## src/rtl/lift_req_queue.sv

```systemverilog
// Lift hall-call request queue: circular FIFO of 3-bit button codes.
// Each code can be stored at most once. A rejected request raises a one-cycle dropped pulse.
module lift_req_queue #(
    parameter int DEPTH = 8
) (
    input  logic       clk,
    input  logic       rst_n,
    input  logic       btn_valid,
    input  logic [2:0] btn_code,
    input  logic       pop,
    output logic [2:0] req_out,
    output logic       q_empty,
    output logic       q_full,
    output logic [4:0] count,
    output logic       dropped
);

    localparam int         AW      = (DEPTH > 1) ? $clog2(DEPTH) : 1;
    localparam logic [4:0] DEPTH_C = 5'(DEPTH);

    if (DEPTH < 2 || DEPTH > 16 || (DEPTH & (DEPTH - 1)) != 0) begin : g_bad_depth
        $error("lift_req_queue: DEPTH must be a power of two in 2..16");
    end

    logic [2:0]    mem [DEPTH];
    logic [AW-1:0] rd_ptr;
    logic [AW-1:0] wr_ptr;
    logic [5:0]    pending;
    logic [5:0]    pend_after_pop;
    logic [5:0]    pending_nxt;
    logic [5:0]    code_bit;
    logic [5:0]    head_bit;
    logic [2:0]    head;
    logic          pop_ok;
    logic          push_ok;

    // Pending-mask bit for each legal code; 000 and 101 map to no bit.
    function automatic logic [5:0] code_onehot(input logic [2:0] c);
        logic [5:0] b;
        case (c)
            3'b001:  b = 6'b000001;
            3'b010:  b = 6'b000010;
            3'b011:  b = 6'b000100;
            3'b100:  b = 6'b001000;
            3'b110:  b = 6'b010000;
            3'b111:  b = 6'b100000;
            default: b = 6'b000000;
        endcase
        return b;
    endfunction

    // The duplicate check sees the mask with the popped code already cleared.
    // This lets the head code be requested again in the cycle it leaves.
    always_comb begin
        head           = mem[rd_ptr];
        pop_ok         = pop && (count != '0);
        code_bit       = code_onehot(btn_code);
        head_bit       = code_onehot(head);
        pend_after_pop = pop_ok ? (pending & ~head_bit) : pending;
        push_ok        = btn_valid && (code_bit != '0)
                         && ((pend_after_pop & code_bit) == '0)
                         && ((count != DEPTH_C) || pop_ok);
        pending_nxt    = push_ok ? (pend_after_pop | code_bit) : pend_after_pop;
    end

    always_ff @(posedge clk) begin
        if (!rst_n) begin
            rd_ptr  <= '0;
            wr_ptr  <= '0;
            count   <= '0;
            pending <= '0;
            dropped <= 1'b0;
        end else begin
            dropped <= btn_valid && !push_ok;
            pending <= pending_nxt;
            if (pop_ok)  rd_ptr <= rd_ptr + AW'(1);
            if (push_ok) wr_ptr <= wr_ptr + AW'(1);
            case ({push_ok, pop_ok})
                2'b10:   count <= count + 5'd1;
                2'b01:   count <= count - 5'd1;
                default: count <= count;
            endcase
        end
    end

    // When full, the write slot equals the slot being read. The head moves past it on the same edge.
    always_ff @(posedge clk) begin
        if (rst_n && push_ok) mem[wr_ptr] <= btn_code;
    end

    assign q_empty = (count == '0);
    assign q_full  = (count == DEPTH_C);
    assign req_out = q_empty ? 3'b000 : head;

endmodule

```

## config.mk

```make
export PLATFORM = sky130hd
export DESIGN_NAME = lift_req_queue
export DESIGN_NICKNAME = d
export VERILOG_FILES = /design/src/rtl/lift_req_queue.sv
export SDC_FILE = /design/constraint.sdc
export NUM_CORES = 1
export LEC_CHECK = 0
export ABC_CLOCK_PERIOD_IN_PS = 4000
export CORE_ASPECT_RATIO = 1.2
export CORE_UTILIZATION = 49
export CTS_CLUSTER_SIZE = 10
export DETAILED_ROUTE_END_ITERATION = 16
export PLACE_DENSITY = 0.69
export SETUP_SLACK_MARGIN = 0.2
export SLEW_MARGIN = 40
export SYNTH_ARGS = -nofsm -noshare
export SYNTH_HDL_FRONTEND = slang
export SYNTH_SLANG_ARGS = --single-unit
```

## constraint.sdc

```tcl
create_clock -name clk -period 4 [get_ports clk]
set_clock_uncertainty 0.15 [all_clocks]
set_input_delay 0.8 -clock clk [delete_from_list [all_inputs] [get_ports clk]]
set_output_delay 0.8 -clock clk [all_outputs]
set_load 0.01 [all_outputs]
```

==> flow_summary.toml, run 1 <==
[finish]
num_antenna_cells = 0
layout-drive-gt1-share_pct = 26.7
final_net_count = 252
fin_util_pct = 66.7
final_cells = 296
final_area_um2 = 2910
mostFrequentLayoutCells = "buf_4 (28), edfxtp_1 (24), dfxtp_1 (20), nand2_1 (19), clkdlybuf4s50_1 (16)"
syn_to_final_growth_pct = 27.8
final_common_cell = "buf_4"

[power_and_ir_drop]
p_total_mw = 1.68
peakVddDrop_mv = 0.378
power_density_nw_per_um2 = 577
power.leakage_nw = 1.04

[global_routing]
antenna_found_initial = 0
grt_start_max_net_pins = 31
grt_pass1_vias = 1856
grt-ovfl-total = 0
grt_use_total_pct = 25.9
grt_pass1_wl_um = 9410

[detailed_routing]
drt_pass1_iterations = 5
drc = 0
vias = 1906
finalWirelength_um = 6340
dr.first_iter.drc_count = 150
viasPerCell = 6.44
wl_per_cell_um = 21.4
ant_nets = 0

[clocking]
cts_tree = "yes"
clock_sinks = 45
clk-insertion-delay-late_ns = 0.30
hold_buffers = 0
clk_path_buf_depth = 2
clk_pin_slew_ns = 0.09
numCtsBuffers = 5
htree_levels = 2
cts_root_buffer = "clkbuf_8"

[yosys]
yosysWarnings = 0
synthTopCellsByArea = "edfxtp_1 (32%), dfxtp_1 (18%), mux4_2 (5.0%), mux2i_1 (3.5%), nand2_1 (3.1%)"
synth-edff-count = 24
synth_top_area_share_pct = 31.7
synth-seq-cells = 45
synth_async_sr_flop_share_pct = 0
syn_inst = 194
synth_area_um2 = 2270
synth_flop_cell = "edfxtp_1"
yosysSeqAreaShare_pct = 50.2
synth_top_area_cell = "edfxtp_1"
synth.distinct_cells = 51
avgSynthCellArea_um2 = 11.7
synth_fp_nets = 207

[die]
die_h_um = 76.6
die-area_um2 = 4920
rows = 26
start_util_pct = 52.2
ios = 18
core_area_um2 = 4360
die_w_um = 64.2

[timing]
min_period_ns = 3.63
max_freq_mhz = 275
finalCritPeriodShare_pct = 90.8
setup_tns_ns = 0
max_slew_margin_pct = 49.0
rsz0062_at_grt = "no"
finalMaxSlewViolations = 0
hold_viol_final = 0
layout_setup_ws_ns = 0.366
timing.hold.ws_ns = 0.330
setup_viol = 0
worst_slew_pin_slew_ns = 0.759

[setup_path]
criticalPathCategory = "flip-flop to flip-flop"
rr_worst_depth = 15
start_kind = "flip-flop"
critPathMaxFanout = 5
required_ns = 4.06
cp_slowest_cell = "mux4_2"
rrSetupSlack_ns = 0.37
worst_setup_path_end_kind = "flip-flop"
critPathMaxStageDelay_ns = 0.63
arrival_ns = 3.70
cp_cell_sequence = "buf_4, mux2i_1, mux4_2, a41oi_2, nor4_4, o21a_4, nor2_2, ha_1, a21o_1, a21oi_2, xnor2_2, nor2_1, a21oi_1, o2111ai_1, o32ai_1"

[run]
cap_violations = 0

[min_path]
hold_path.class = "flip-flop to flip-flop"
whs_path_depth = 2

[placement]
placed_cell_area_um2 = 2660
port_buffers = 17
routabilityCongestion = 0.902
dp_hpwl_um = 4360
dp_slack_ns = -0.0103
place_inst = 284

[outcome]
status = "complete, no violations"
[cell usage after synthesis (4+ instances only)]
library cell / count
ha_1: 5
nand2b_1: 7
nand3b_1: 4
mux4_2: 5
o21ai_1: 4
clkbuf_1: 4
nor4_1: 4
nor2_1: 11
nand2_1: 19
o31ai_1: 4
dfxtp_1: 21
edfxtp_1: 24
inv_1: 5
nor3_1: 4
a21oi_1: 4
nand3_1: 8
mux2i_1: 8
[area by class of cell]
| type | instances | area (um^2) |
|---|---|---|
| Inverter | 5 | 18.8 |
| Multi-Input combinational cell | 137 | 1200 |
| Timing Repair Buffer | 45 | 383 |
| Sequential cell | 45 | 1140 |
| Clock inverter | 3 | 25.0 |
| Fill cell | 329 | 1450 |
| Clock buffer | 5 | 68.8 |
| Tap cell | 56 | 70.1 |
[where the power goes]
part | internal (mW) | switching, mW
sequential | 0.527 | 0.0491
combinational | 0.373 | 0.433
clock | 0.126 | 0.170
[worst max-delay path: cells and delay by family (launching register included)]
| kind | cells | cell delay [ns] |
|---|---|---|
| mux | 2 | 0.78 |
| compound gates | 7 | 1.34 |
| xor+xnor | 1 | 0.15 |
| buf+inv | 1 | 0.16 |
| flops | 1 | 0.38 |
| simple gates | 3 | 0.32 |
| fa+ha+maj | 1 | 0.26 |
[final timing paths]
kind,startpoint,to
worst min-delay path,pending[5],pending[5]
worst min register to register,pending[5],pending[5]
worst max register to register,flip-flop,count[3]
worst max-delay path,flip-flop,count[3]
[registers in the layout, summed over array words and instances, names as in the netlist, named ones only]
register  count
mem          24
pending       6
count         5
rd_ptr        3
wr_ptr        3
dropped       1
[cell families (layout without fill, tap and decap cells)]
group / Yosys count / in the layout / share of synthesized area, %
xor gates and xnor gates: 4 / 4 / 1.54
buffers and inverters: 13 / 58 / 2.81
and+or+nand+nor: 67 / 67 / 15.6
AOI/OAI and AO/OA: 43 / 43 / 15.8
muxes: 16 / 17 / 10.5
adders and majority gates: 6 / 6 / 3.63
DFF: 45 / 45 / 50.2
[repair_timing]
action / in CTS / in global routing
gates resized for setup: 6 / 13
endpoints found under the setup margin: 1 / 2
gates cloned: 0 / 1
pin swaps: 0 / 3
setup buffers: 0 / 3
[metal layers]
layer  vias to the layer above  wire [um]  track usage (%)
met5                         -          0                0
met4                         0        318             13.6
met3                        28        397             4.64
met2                       114       3260             46.6
met1                       912       2370             28.6
li1                        852          -                -
No activity file was read; power rests on OpenSTA's default activity.
==> run 2: changes to the inputs <==
Settings changed: MAX_ROUTING_LAYER set to met4.
==> flow_summary.toml, run 2 (same netlist as run 1, synthesis figures left out) <==
[outcome]
status = "complete, no violations"

[placement]
placed_cell_area_um2 = 2650
routabilityCongestion = 0.957
dp_hpwl_um = 4180
place_inst = 283
port_buffers = 17

[detailed_routing]
drc = 0
drt_pass1_iterations = 6
ant_nets = 0
viasPerCell = 6.47
wl_per_cell_um = 20.5
vias = 1896
dr.first_iter.drc_count = 128
finalWirelength_um = 6000

[finish]
final_net_count = 249
syn_to_final_growth_pct = 27.3
final_cells = 293
fin_util_pct = 66.4
num_antenna_cells = 0
largestRegisters = "mem: 24 flops, pending: 6 flops, count: 5 flops"
layout-drive-gt1-share_pct = 26.6
largest_reg_flops = 24
mostFrequentLayoutCells = "buf_4 (25), edfxtp_1 (24), dfxtp_1 (20), nand2_1 (19), clkdlybuf4s50_1 (17)"
final_common_cell = "buf_4"
final_area_um2 = 2900
n_fill_cell = 342
largest-register = "mem"

[global_routing]
grt_pass1_wl_um = 9260
grt_start_max_net_pins = 31
grt-ovfl-total = 0
grt_pass1_vias = 1861
grt_use_total_pct = 25.7
antenna_found_initial = 0

[timing]
max_slew_margin_pct = 53.5
worst_slew_pin_slew_ns = 0.692
rsz0062_at_grt = "no"
finalMaxSlewViolations = 0
finalCritPeriodShare_pct = 92.5
setup_viol = 0
hold_viol_final = 0
min_period_ns = 3.70
max_freq_mhz = 270
setup_tns_ns = 0

[run]
cap_violations = 0

[setup_path]
required_ns = 4.07
criticalPathCategory = "flip-flop to flip-flop"
start_kind = "flip-flop"
arrival_ns = 3.77
critPathMaxFanout = 5
rrSetupSlack_ns = 0.30
worst_setup_path_end_kind = "flip-flop"

[clocking]
clock_sinks = 45
hold_buffers = 0
numCtsBuffers = 5
clk_path_buf_depth = 2
clk_pin_slew_ns = 0.09
cts_tree = "yes"
htree_levels = 2
cts_root_buffer = "clkbuf_8"
clk-insertion-delay-late_ns = 0.31

[die]
die_w_um = 64.2
die-area_um2 = 4920
ios = 18
die_h_um = 76.6
core_area_um2 = 4360
start_util_pct = 52.2
rows = 26

[power_and_ir_drop]
peakVddDrop_mv = 0.460
p_total_mw = 1.67
power_density_nw_per_um2 = 576
power.leakage_nw = 1.01

[min_path]
hold_path.class = "flip-flop to flip-flop"
run 2: per-layer routing:
layer	GRT usage [%]	up-vias	part of all wire, %
met4	12.0	0	4.0
li1	-	844	-
met5	-	-	0
met3	3.44	24	5.6
met1	30.6	932	39
met2	42.9	96	51
run 2: path summary, 6_finish.rpt:
path,startpoint,cells past startpoint,end
hold reg to reg,pending[5],2,pending[5]
setup reg to reg,flip-flop,15,count[3]
hold / removal,pending[5],2,pending[5]
setup / recovery,flip-flop,15,count[3]
run 2: what timing repair did:
| item | 4_1_cts | 5_1_grt |
|---|---|---|
| buffers inserted | 0 | 1 |
| cloned | 0 | 1 |
| setup endpoints to repair | 2 | 2 |
| resized for setup | 3 | 17 |
run 2: area by class of cell:
| type | count | area (um^2) | share of cell area, % |
|---|---|---|---|
| clock inverter | 3 | 25.0 | 0.864 |
| timing repair buffer | 42 | 358 | 12.4 |
| inverter | 5 | 18.8 | 0.648 |
| multi-input combinational | 137 | 1210 | 41.8 |
| tap | 56 | 70.1 | 2.42 |
| sequential | 45 | 1140 | 39.5 |
| clock buffer | 5 | 68.8 | 2.38 |
run 2: stage by stage:
| step | setup slack [ns] | hold slack [ns] |
|---|---|---|
| 2_1_floorplan | 0.395 | 0.300 |
| 5_1_grt | 0.194 | 0.348 |
| 3_3_place_gp | 0.124 | 0.310 |
| 6_report | 0.301 | 0.334 |
| 3_5_place_dp | -0.0356 | 0.315 |
| 4_1_cts | 0.219 | 0.330 |
run 2: worst max-delay path: stages, from the launching register on:
cell	delay, ns
dfxtp_4	0.38
buf_4	0.16
mux2i_1	0.16
mux4_2	0.63
o41ai_4	0.38
o221a_2	0.27
o21a_4	0.13
nor2_2	0.06
ha_1	0.27
a21o_1	0.19
a21oi_2	0.18
xnor2_2	0.17
nor2_1	0.07
a21oi_1	0.12
o2111ai_1	0.13
o32ai_1	0.14
run 2: report_power, final:
part	internal, mW	switching [mW]
logic	0.361	0.433
clock network	0.126	0.173
registers	0.527	0.0497
